<file path="config.mk">
export PLATFORM = sky130hd
export DESIGN_NAME = dds_key_ctrl_flat
export DESIGN_NICKNAME = d
export VERILOG_FILES = /design/src/rtl/dds_pkg.sv /design/src/rtl/dds_key_ctrl_if.sv /design/src/rtl/dds_freq_step.sv /design/src/rtl/dds_key_ctrl.sv /design/src/flat_wrapper.sv
export SDC_FILE = /design/constraint.sdc
export NUM_CORES = 1
export LEC_CHECK = 0
export CORE_MARGIN = 2
export CORE_UTILIZATION = 45
export DETAILED_ROUTE_END_ITERATION = 12
export GPL_TIMING_DRIVEN = 0
export PLACE_DENSITY = 0.69
export SYNTH_ARGS = -nofsm -noshare
export SYNTH_HDL_FRONTEND = slang
export SYNTH_SLANG_ARGS = --single-unit
</file>
<file path="constraint.sdc">
create_clock -name sys_clock -period 10.1 [get_ports sys_clock]
set_input_delay 2.02 -clock sys_clock [delete_from_list [all_inputs] [get_ports sys_clock]]
set_output_delay 2.02 -clock sys_clock [all_outputs]
set_load 0.1 [all_outputs]
</file>
<file path="src/rtl/dds_pkg.sv">
// Shared constants for the DDS key controller: waveform codes, frequency step table,
// FSM state encoding and pending-key bit positions (DDS_KEY_PHASE_EN adds the phase key).
package dds_pkg;

  localparam logic [1:0] WAVE_SINE     = 2'd0;
  localparam logic [1:0] WAVE_SQUARE   = 2'd1;
  localparam logic [1:0] WAVE_TRIANGLE = 2'd2;
  localparam logic [1:0] WAVE_SAWTOOTH = 2'd3;

  // Indexed by step_idx: 1 Hz, 10 Hz, 100 Hz, 1 kHz increments at 50 MHz
  localparam logic [3:0][31:0] STEP_LUT = {32'd85899, 32'd8590, 32'd859, 32'd86};

  typedef enum logic [1:0] {
    ST_IDLE   = 2'd0,
    ST_CALC   = 2'd1,
    ST_COMMIT = 2'd2
  } dds_state_e;

  // Lower index = higher priority when several keys are pending
  localparam int KEY_WAVE = 0;
  localparam int KEY_STEP = 1;
  localparam int KEY_UP   = 2;
  localparam int KEY_DOWN = 3;
`ifdef DDS_KEY_PHASE_EN
  localparam int KEY_PHASE = 4;
  localparam int NUM_KEYS  = 5;
  localparam logic [11:0] PHASE_INC = 12'd1024;
`else
  localparam int NUM_KEYS  = 4;
`endif

endpackage

</file>
<file path="src/rtl/dds_key_ctrl_if.sv">
// Key-pulse / configuration bus between a key source (master) and dds_key_ctrl (slave).
// DDS_KEY_PHASE_EN adds key_phase and phase_word.
interface dds_key_ctrl_if;
  import dds_pkg::*;

  // Handshake: each key_* is a one-cycle pulse with no ready (the slave always captures it);
  // cfg_valid is a one-cycle strobe marking the first cycle new wave/step/freq values are shown.
  logic        key_wave;
  logic        key_step;
  logic        key_up;
  logic        key_down;
  logic [1:0]  wave_sel;
  logic [31:0] freq_word;
  logic [1:0]  step_idx;
  logic        cfg_valid;
  dds_state_e  state;
`ifdef DDS_KEY_PHASE_EN
  logic        key_phase;
  logic [11:0] phase_word;

  modport master (
    output key_wave, key_step, key_up, key_down, key_phase,
    input  wave_sel, freq_word, step_idx, cfg_valid, phase_word, state
  );
  modport slave (
    input  key_wave, key_step, key_up, key_down, key_phase,
    output wave_sel, freq_word, step_idx, cfg_valid, phase_word, state
  );
`else
  modport master (
    output key_wave, key_step, key_up, key_down,
    input  wave_sel, freq_word, step_idx, cfg_valid, state
  );
  modport slave (
    input  key_wave, key_step, key_up, key_down,
    output wave_sel, freq_word, step_idx, cfg_valid, state
  );
`endif

endinterface

</file>
<file path="src/rtl/dds_freq_step.sv">
// Combinational saturating add/subtract of a frequency word by one step,
// clamped to [FW_MIN, FW_MAX].
module dds_freq_step #(
  parameter logic [31:0] FW_MIN = 32'd86,
  parameter logic [31:0] FW_MAX = 32'd858993459
) (
  input  logic [31:0] freq_i,
  input  logic [31:0] step_i,
  input  logic        up_i,
  output logic [31:0] freq_o
);

  logic        [32:0] sum;
  logic signed [32:0] diff;

  assign sum  = {1'b0, freq_i} + {1'b0, step_i};
  // Signed so an underflow below zero compares as negative, not as a huge word
  assign diff = $signed({1'b0, freq_i}) - $signed({1'b0, step_i});

  always_comb begin
    freq_o = freq_i;
    if (up_i) begin
      freq_o = (sum > {1'b0, FW_MAX}) ? FW_MAX : sum[31:0];
    end else begin
      freq_o = (diff < $signed({1'b0, FW_MIN})) ? FW_MIN : diff[31:0];
    end
  end

endmodule

</file>
<file path="src/rtl/dds_key_ctrl.sv">
// DDS key controller: latches key pulses as pending requests, serves them one at a time
// through IDLE -> CALC -> COMMIT. Macro DDS_KEY_PHASE_EN adds the 90-degree phase key.
module dds_key_ctrl
  import dds_pkg::*;
#(
  parameter logic [31:0] FW_INIT = 32'd85899,
  parameter logic [31:0] FW_MIN  = 32'd86,
  parameter logic [31:0] FW_MAX  = 32'd858993459
) (
  input  logic           sys_clock,
  input  logic           sys_rst_n,
  dds_key_ctrl_if.slave  bus
);

  dds_state_e          state_q, state_d;
  logic [NUM_KEYS-1:0] key_in, pend_q, pend_d, sel_q, sel_d, clr;
  logic [1:0]          wave_q, wave_d, wave_sh_q, wave_sh_d;
  logic [1:0]          step_q, step_d, step_sh_q, step_sh_d;
  logic [31:0]         freq_q, freq_d, freq_sh_q, freq_sh_d, freq_calc;
  logic                valid_q, valid_d;
`ifdef DDS_KEY_PHASE_EN
  logic [11:0]         phase_q, phase_d, phase_sh_q, phase_sh_d;
`endif

  assign key_in[KEY_WAVE] = bus.key_wave;
  assign key_in[KEY_STEP] = bus.key_step;
  assign key_in[KEY_UP]   = bus.key_up;
  assign key_in[KEY_DOWN] = bus.key_down;
`ifdef DDS_KEY_PHASE_EN
  assign key_in[KEY_PHASE] = bus.key_phase;
`endif

  dds_freq_step #(.FW_MIN(FW_MIN), .FW_MAX(FW_MAX)) u_freq_step (
    .freq_i (freq_q),
    .step_i (STEP_LUT[step_q]),
    .up_i   (sel_q[KEY_UP]),
    .freq_o (freq_calc)
  );

  always_comb begin
    state_d   = state_q;
    sel_d     = sel_q;
    clr       = '0;
    wave_d    = wave_q;
    step_d    = step_q;
    freq_d    = freq_q;
    wave_sh_d = wave_sh_q;
    step_sh_d = step_sh_q;
    freq_sh_d = freq_sh_q;
    valid_d   = 1'b0;
`ifdef DDS_KEY_PHASE_EN
    phase_d    = phase_q;
    phase_sh_d = phase_sh_q;
`endif
    case (state_q)
      ST_IDLE: begin
        if (|pend_q) begin
          // Scan low-to-high priority so the highest-priority pending key wins
          for (int i = NUM_KEYS - 1; i >= 0; i--) begin
            if (pend_q[i]) begin
              sel_d    = '0;
              sel_d[i] = 1'b1;
            end
          end
          clr     = sel_d;
          state_d = ST_CALC;
        end
      end
      ST_CALC: begin
        wave_sh_d = sel_q[KEY_WAVE] ? wave_q + 2'd1 : wave_q;
        step_sh_d = sel_q[KEY_STEP] ? step_q + 2'd1 : step_q;
        freq_sh_d = (sel_q[KEY_UP] | sel_q[KEY_DOWN]) ? freq_calc : freq_q;
`ifdef DDS_KEY_PHASE_EN
        phase_sh_d = sel_q[KEY_PHASE] ? phase_q + PHASE_INC : phase_q;
`endif
        state_d = ST_COMMIT;
      end
      ST_COMMIT: begin
        wave_d  = wave_sh_q;
        step_d  = step_sh_q;
        freq_d  = freq_sh_q;
`ifdef DDS_KEY_PHASE_EN
        phase_d = phase_sh_q;
`endif
        valid_d = 1'b1;
        state_d = ST_IDLE;
      end
      default: state_d = ST_IDLE;
    endcase
    // A pulse on an already-pending key is dropped, even on the edge that serves it
    pend_d = (pend_q & ~clr) | (key_in & ~pend_q);
  end

  always_ff @(posedge sys_clock or negedge sys_rst_n) begin
    if (!sys_rst_n) begin
      state_q   <= ST_IDLE;
      pend_q    <= '0;
      sel_q     <= '0;
      wave_q    <= WAVE_SINE;
      step_q    <= 2'd0;
      freq_q    <= FW_INIT;
      wave_sh_q <= WAVE_SINE;
      step_sh_q <= 2'd0;
      freq_sh_q <= FW_INIT;
      valid_q   <= 1'b0;
`ifdef DDS_KEY_PHASE_EN
      phase_q    <= 12'd0;
      phase_sh_q <= 12'd0;
`endif
    end else begin
      state_q   <= state_d;
      pend_q    <= pend_d;
      sel_q     <= sel_d;
      wave_q    <= wave_d;
      step_q    <= step_d;
      freq_q    <= freq_d;
      wave_sh_q <= wave_sh_d;
      step_sh_q <= step_sh_d;
      freq_sh_q <= freq_sh_d;
      valid_q   <= valid_d;
`ifdef DDS_KEY_PHASE_EN
      phase_q    <= phase_d;
      phase_sh_q <= phase_sh_d;
`endif
    end
  end

  assign bus.wave_sel  = wave_q;
  assign bus.step_idx  = step_q;
  assign bus.freq_word = freq_q;
  assign bus.cfg_valid = valid_q;
  assign bus.state     = state_q;
`ifdef DDS_KEY_PHASE_EN
  assign bus.phase_word = phase_q;
`endif

endmodule

</file>
<file path="src/flat_wrapper.sv">
// flat-port wrapper written by rule: the top's interface ports become plain ports
module dds_key_ctrl_flat import dds_pkg::*;
#(
  parameter logic [31:0] FW_INIT = 32'd85899,
  parameter logic [31:0] FW_MIN  = 32'd86,
  parameter logic [31:0] FW_MAX  = 32'd858993459
)
  (sys_clock, sys_rst_n, bus_key_wave, bus_key_step, bus_key_up, bus_key_down, bus_wave_sel, bus_freq_word, bus_step_idx, bus_cfg_valid, bus_state);
  dds_key_ctrl_if bus_i ();
  input  logic sys_clock;
  input  logic sys_rst_n;
  input wire logic [$bits(bus_i.key_wave)-1:0] bus_key_wave;
  input wire logic [$bits(bus_i.key_step)-1:0] bus_key_step;
  input wire logic [$bits(bus_i.key_up)-1:0] bus_key_up;
  input wire logic [$bits(bus_i.key_down)-1:0] bus_key_down;
  output wire logic [$bits(bus_i.wave_sel)-1:0] bus_wave_sel;
  output wire logic [$bits(bus_i.freq_word)-1:0] bus_freq_word;
  output wire logic [$bits(bus_i.step_idx)-1:0] bus_step_idx;
  output wire logic [$bits(bus_i.cfg_valid)-1:0] bus_cfg_valid;
  output wire logic [$bits(bus_i.state)-1:0] bus_state;
  assign bus_i.key_wave = bus_key_wave;
  assign bus_i.key_step = bus_key_step;
  assign bus_i.key_up = bus_key_up;
  assign bus_i.key_down = bus_key_down;
  assign bus_wave_sel = bus_i.wave_sel;
  assign bus_freq_word = bus_i.freq_word;
  assign bus_step_idx = bus_i.step_idx;
  assign bus_cfg_valid = bus_i.cfg_valid;
  assign bus_state = bus_i.state;
  dds_key_ctrl #(.FW_INIT(FW_INIT), .FW_MIN(FW_MIN), .FW_MAX(FW_MAX)) u_core (.sys_clock(sys_clock), .sys_rst_n(sys_rst_n), .bus(bus_i));
endmodule
</file>
==> run summary <==
status: complete, no violations
Post-DP HPWL: 20,400 um
share of layout cells above drive strength 1: 11.7%
Starting DRT DRC Count: 839
XOR/XNOR Fraction of Synth Area: 5.62%
Area growth syn-to-layout: 14.7%
fin crit share: 56.6%
Register-to-Register Path Depth: 18
post-synthesis compound-gate area fraction: 25.5%
share of async-settable or async-resettable flops after synthesis: 100%
Die Span X: 130 um
most frequent cells in the layout: 86 x nand2_1, 84 x nor2_1, 63 x dfrtp_1
Crit. End Element: register
Tot GR Track Use: 32.9%
pin count of the biggest net entering global routing: 53
Final nets: 980
Worst-Skew Late Latency: 360 ps
number of flops mapped to enable cells by yosys: 0
critical path, cell by cell: inv_1, ha_1, inv_1, nand2_1, ha_1, clkbuf_2, nand2b_1, a21oi_1, a21boi_0, o21ai_0, xnor2_1, nor4_1, nand4_1, or4_4, a31oi_4, buf_6, nand2_1, a31oi_1
via count: 7,382
worst path bufs/invs: 4
delay-heaviest family, CP: compound AO/OA/AOI/OAI gates
vias in the first global route: 6,967
Placer Congestion: 0.990
post-synth top area share: 22.0%
H-tree depth: 3
Initial DRT Pass Iterations: 6
synth unique cells: 79
remaining antenna violation count: 0
vias per cell: 6.35
type of the worst setup path: register to register
prevailing post-synth register cell: dfrtp_1
Clock Pin Slew Worst Setup and Hold Paths: 70 ps
Final setup viols: 0
most common cell after layout, fill and taps aside: nand2_1
DRC: 0
path length in cells of the critical path: 18
Cells after Synth: 886
Die Ht: 130 um
Relative slew margins: 32.2%
cell taking the most area after synthesis: dfrtp_1
Crit path largest cell delay: 610 ps
CP Data Arrival Time: 5990 ps
die area: 17,000 sq um
Rows: 46
minimum clock period: 5720 ps
Hold Vio Cnt, Final: 0
clk sinks: 83
syn nets: 924
total CTS buffers: 9
CP Data Required Time: 10,380 ps
hold buffers post-CTS: 0
wire length per cell: 23.5 um
area of the mapped netlist: 7170 sq um
Fill cells: 1,538
Syn Area/Cell: 8.10 sq um
setup total negative slack: 0 ps
Tightest Pin Transition: 1020 ps
Antenna Cells: 0
port bufs: 44
Post-CTS Setup Repair Bufs: 0
hold crit path type: register to register
Simple-Gate Fraction of Synth Area: 23.1%
mux cell area share after synthesis: 5.09%
register cell area after layout: 2100 sq um
FF+latch count, synth: 83
MaxCap Viol Count: 0
Post-Synth Adder-Cell Area: 5.58%
Yosys warnings: 0
Resize count post-CTS: 0
CP max stage cell: a21oi_1
Final Max Tran Viols: 0
global-route wire length before repair: 41,300 um
root buf cell: clkbuf_16
antenna violations before repair: 0
Fmax: 175 MHz
CTS tree: yes
type of origin of the critical path: register
Core Region: 15,700 sq um
GRT overflow: 0
RSZ-0062 raised after global routing: no
worst-path fanout max: 10
I/O pin count: 45
worst hold stages: 2
Initial Utilization: 45.7%
Synth area leaders: dfrtp_1 22%, dfstp_2 7.3%, ha_1 5.6%, nand2_1 4.5%, mux2_2 4.4%
Setup Skew: 12.5 ps
multi-input gate area in the final layout: 4660 sq um
largest family of logic cells by synthesized area: compound AO/OA/AOI/OAI gates
Seq/Total Area, Yosys: 29.3%
clk buf depth: 2
routed wire length: 27,400 um
## logic make-up (layout without fill, tap and decap cells)
group	Yosys count	count (layout)
fa+ha+maj	32	32
mux	33	33
flops	83	83
simple gates	329	329
compound gates	266	266
buf+inv	97	158
xor+xnor	46	46
## synthesized netlist by cell type (10+ instances only)
master and n:
dfrtp_1 63, nor2b_1 13, xnor2_1 33, nand3_1 23
xor2_1 13, inv_1 35, dfstp_2 20, buf_2 11
and3_1 10, a21o_1 11, nand4_1 15, nand2b_1 16
o21ai_0 51, o211ai_1 11, mux2_2 28, a31oi_1 30
nor3_1 17, or2_2 10, ha_1 32, nor2_1 84
clkbuf_1 42, a21oi_1 51, nand2_1 86
## worst reg2reg max path, delay by kind of cell, from the launching register on
kind,cells,cell delay [ps]
buffers and inverters,4,820
adders and majority gates,2,570
xor gates and xnor gates,1,170
and+or+nand+nor,6,1500
DFF,1,580
AOI/OAI and AO/OA,5,1980
## metal layers
layer	up-vias	wire [um]	GRT usage, %
li1	3367	-	-
met1	3516	11700	45.0
met2	412	11700	48.6
met3	87	2810	8.94
met4	0	1190	14.9
met5	-	0	0
## path summary, 6_finish.rpt
path / startpoint / end / slack (ps)
worst max-delay path: u_core.bus.step_idx[0] / u_core.freq_sh_q[22] / 4380
worst min-delay path: u_core.wave_sh_q[1] / u_core.wave_sh_q[1] / 480
worst max register to register: u_core.bus.step_idx[0] / u_core.freq_sh_q[22] / 4380
worst min register to register: u_core.wave_sh_q[1] / u_core.wave_sh_q[1] / 480
max in group asynchronous: sys_rst_n / u_core.freq_sh_q[0] / 7850
min in group asynchronous: sys_rst_n / u_core.bus.step_idx[0] / 1600
## flip-flops by register name, indices dropped and copies added, names as in the netlist
| signal | flops |
|---|---|
| u_core.pend_q | 4 |
| u_core.bus.freq_word | 32 |
| u_core.wave_sh_q | 2 |
| u_core.bus.cfg_valid | 1 |
| u_core.step_sh_q | 2 |
| u_core.bus.wave_sel | 2 |
| u_core.sel_q | 4 |
| u_core.freq_sh_q | 32 |
| u_core.bus.step_idx | 2 |
| u_core.bus.state | 2 |
## layout make-up
class / instances / area share [%]
tap: 216 / 3.28
multi-input combinational: 706 / 56.6
clock inverter: 7 / 1.13
timing repair buffer: 45 / 5.66
sequential: 83 / 25.5
inverter: 35 / 1.60
clock buffer: 9 / 2.74
buffer: 62 / 3.47
## through the flow
step / worst slack (ps) / hold slack (ps) / instances / area [sq um] / util [%]
final: 4380 / 481 / 1163 / 8230 / 52.4
after global routing: 4250 / 507 / 1163 / 8230 / 52.4
after CTS: 4520 / 483 / 1163 / 8230 / 52.4
after detailed placement: 4560 / 466 / 1147 / 7910 / 50.3
after global placement: 3940 / 464 / 1146 / 7890 / 50.2
after floorplan: 5160 / 444 / 886 / 7170 / -
Power is not shown: default switching activity piles up to over one toggle a cycle in this logic, so the estimate is an artifact.
==> patch, RTL diff (same settings) <==
Make the reset (`sys_rst_n`) synchronous in one clocked block.
--- a/src/rtl/dds_key_ctrl.sv
+++ b/src/rtl/dds_key_ctrl.sv
@@ -91,7 +91,7 @@
     pend_d = (pend_q & ~clr) | (key_in & ~pend_q);
   end
 
-  always_ff @(posedge sys_clock or negedge sys_rst_n) begin
+  always_ff @(posedge sys_clock) begin
     if (!sys_rst_n) begin
       state_q   <= ST_IDLE;
       pend_q    <= '0;
Behaviour: differs if sys_rst_n is asserted again (counterexample within 4 cycles, from zero or initial values and one cycle with sys_rst_n low); with sys_rst_n held inactive, the same outputs for 10 cycles.
==> patch against the original RTL <==
  * Global-route usage decreased by 1.2 points
  * Sequential cell count unchanged
  * Design area decreased by 6.1%
  * Core utilization increased by 0.57 points
  * Synthesized area decreased by 5.8%
  * Final cell count increased by 0.43%
  * Wire length decreased by 6.1%
  * Worst setup slack improved by 0.0067 ns
  * Non-clock buffer count increased by 4
  * Critical path type unchanged
  * Highest routed layer unchanged
Power is left out: it rests on default switching activity, and per cell area and clock period it moved more than threefold.
==> patch: results (changes against the original RTL) <==
[final_layout] NumNets Final 1019 [+4.0%]
[detailed_routing] Total Wirelength 25.7 mm [-6.1%]
[critical_path] cell with the largest stage delay on the worst path sky130_fd_sc_hd__a2111oi_2
[detailed_routing] Vias/cell 6.38 [+0.45%]
[critical_path] biggest fanout along the worst timing path 10 [unchanged]
[clocking] clock root cell sky130_fd_sc_hd__clkbuf_16
[clocking] clock transition at the registers of the reported paths 0.06 ns
[place] Post-Place Cells 1154 [+0.61%]
[synthesis] Seq/Total Area, Yosys 24.6% [-4.7 points]
[synthesis] cell types occupying the most area after synthesis sky130_fd_sc_hd__dfxtp_1, sky130_fd_sc_hd__nand2_1, sky130_fd_sc_hd__a21oi_1, sky130_fd_sc_hd__ha_1, sky130_fd_sc_hd__xnor2_1
[place] PortBufs 44 [unchanged]
[detailed_routing] drt first-iter violations 929 [+11%]
[final_layout] fill cell instance count of the final layout 1471 [-4.4%]
[global_routing] global-route wire length before repair 39.6 mm [-4.3%]
[clocking] clock latency on the worst-skew pair 0.35 ns
[final_layout] Antenna Diode Count 0 [unchanged]
[synthesis] Mean Syn Cell Area 7.30 um^2 [-9.8%]
[place] DP HPWL 19.2 mm [-5.9%]
[synthesis] syn_nets 964 [+4.3%]
[global_routing] vias in the first global route 6864 [-1.5%]
[global_routing] overall track demand over capacity in global routing 31.7% [-1.2 points]
[synthesis] async set-reset flop share out of synthesis 0% [-100 points]
[detailed_routing] first-pass detailed-route iteration total 9 [+3]
[clocking] H-tree levels 3 [unchanged]
[sta] worst clock skew 0.00556 ns [-0.00691 ns]
[detailed_routing] wire length per cell after detailed routing 22.0 um [-6.5%]
[critical_path] Reg2Reg Setup Slack 4.39 ns [about the same]
[final_layout] layout cells sized above 1 5.89% [-5.8 points]
[outcome] result of the run finished, final reports clean
[synthesis] predominant post-synthesis flop cell sky130_fd_sc_hd__dfxtp_1
[clocking] TritonCTS buffer count 9 [unchanged]
[global_routing] largest net degree at the start of global routing 14 [-74%]
[clocking] # Post-CTS Setup Buffers 0 [unchanged]
[clocking] maximum number of buffers from clock root to sink 2 [unchanged]
[place] placer congestion estimate 0.993 [+0.26%]
[synthesis] Synth cell types 88 [+11%]
[synthesis] count of yosys warnings during synthesis 0 [unchanged]
[synthesis] leading post-synthesis cells by instance count sky130_fd_sc_hd__nand2_1, sky130_fd_sc_hd__a21oi_1, sky130_fd_sc_hd__dfxtp_1, sky130_fd_sc_hd__nor2_1, sky130_fd_sc_hd__clkbuf_1
[sta] slew at the pin closest to its max-slew limit 1.24 ns [+0.223 ns]
patch: cell type report:
cell class,instances,area [um^2],area share (%)
Clock inverter,4,52.6,0.680
Sequential cell,83,1660,21.5
Tap cell,184,230,2.98
Timing Repair Buffer,44,440,5.70
Multi-Input combinational cell,746,4700,60.9
Clock buffer,10,239,3.09
Buffer,67,283,3.66
Inverter,30,113,1.46
patch: worst paths after layout:
check / start / end / cells past startpoint
worst max-delay path: u_core.bus.step_idx[1]$_SDFFE_PN0P_ / u_core.freq_sh_q[4]$_SDFFE_PN0N_ / 19
worst min-delay path: u_core.freq_sh_q[30]$_SDFFE_PN0N_ / u_core.bus.freq_word[30]$_SDFFE_PN0P_ / 2
worst max register to register: u_core.bus.step_idx[1]$_SDFFE_PN0P_ / u_core.freq_sh_q[4]$_SDFFE_PN0N_ / 19
worst min register to register: u_core.freq_sh_q[30]$_SDFFE_PN0N_ / u_core.bus.freq_word[30]$_SDFFE_PN0P_ / 2
patch: cells by family after synthesis:
group,synth area share [%]
mux,0.759
fa+ha+maj,5.92
buf+inv,5.85
compound gates,28.5
simple gates,27.9
flops,24.6
xor+xnor,6.48
patch: per-stage QoR:
step	setup WS [ns]	area, um^2	utilization [%]	hold slack, ns
global route	4.03	7720	52.9	0.471
finish	4.39	7720	52.9	0.446
CTS	4.54	7720	52.9	0.454
floorplan	5.19	6760	-	0.429
detailed placement	4.60	7430	50.9	0.444
global placement	4.64	7430	50.9	0.439
patch: per-layer routing:
layer  vias to the layer above  global-route usage, %  share of wire (%)
met3                        52                   6.24                8.6
met5                         -                      0                  0
met4                         0                   10.2                2.6
li1                       3480                      -                  -
met2                       390                   48.7                 44
met1                      3525                   44.8                 45
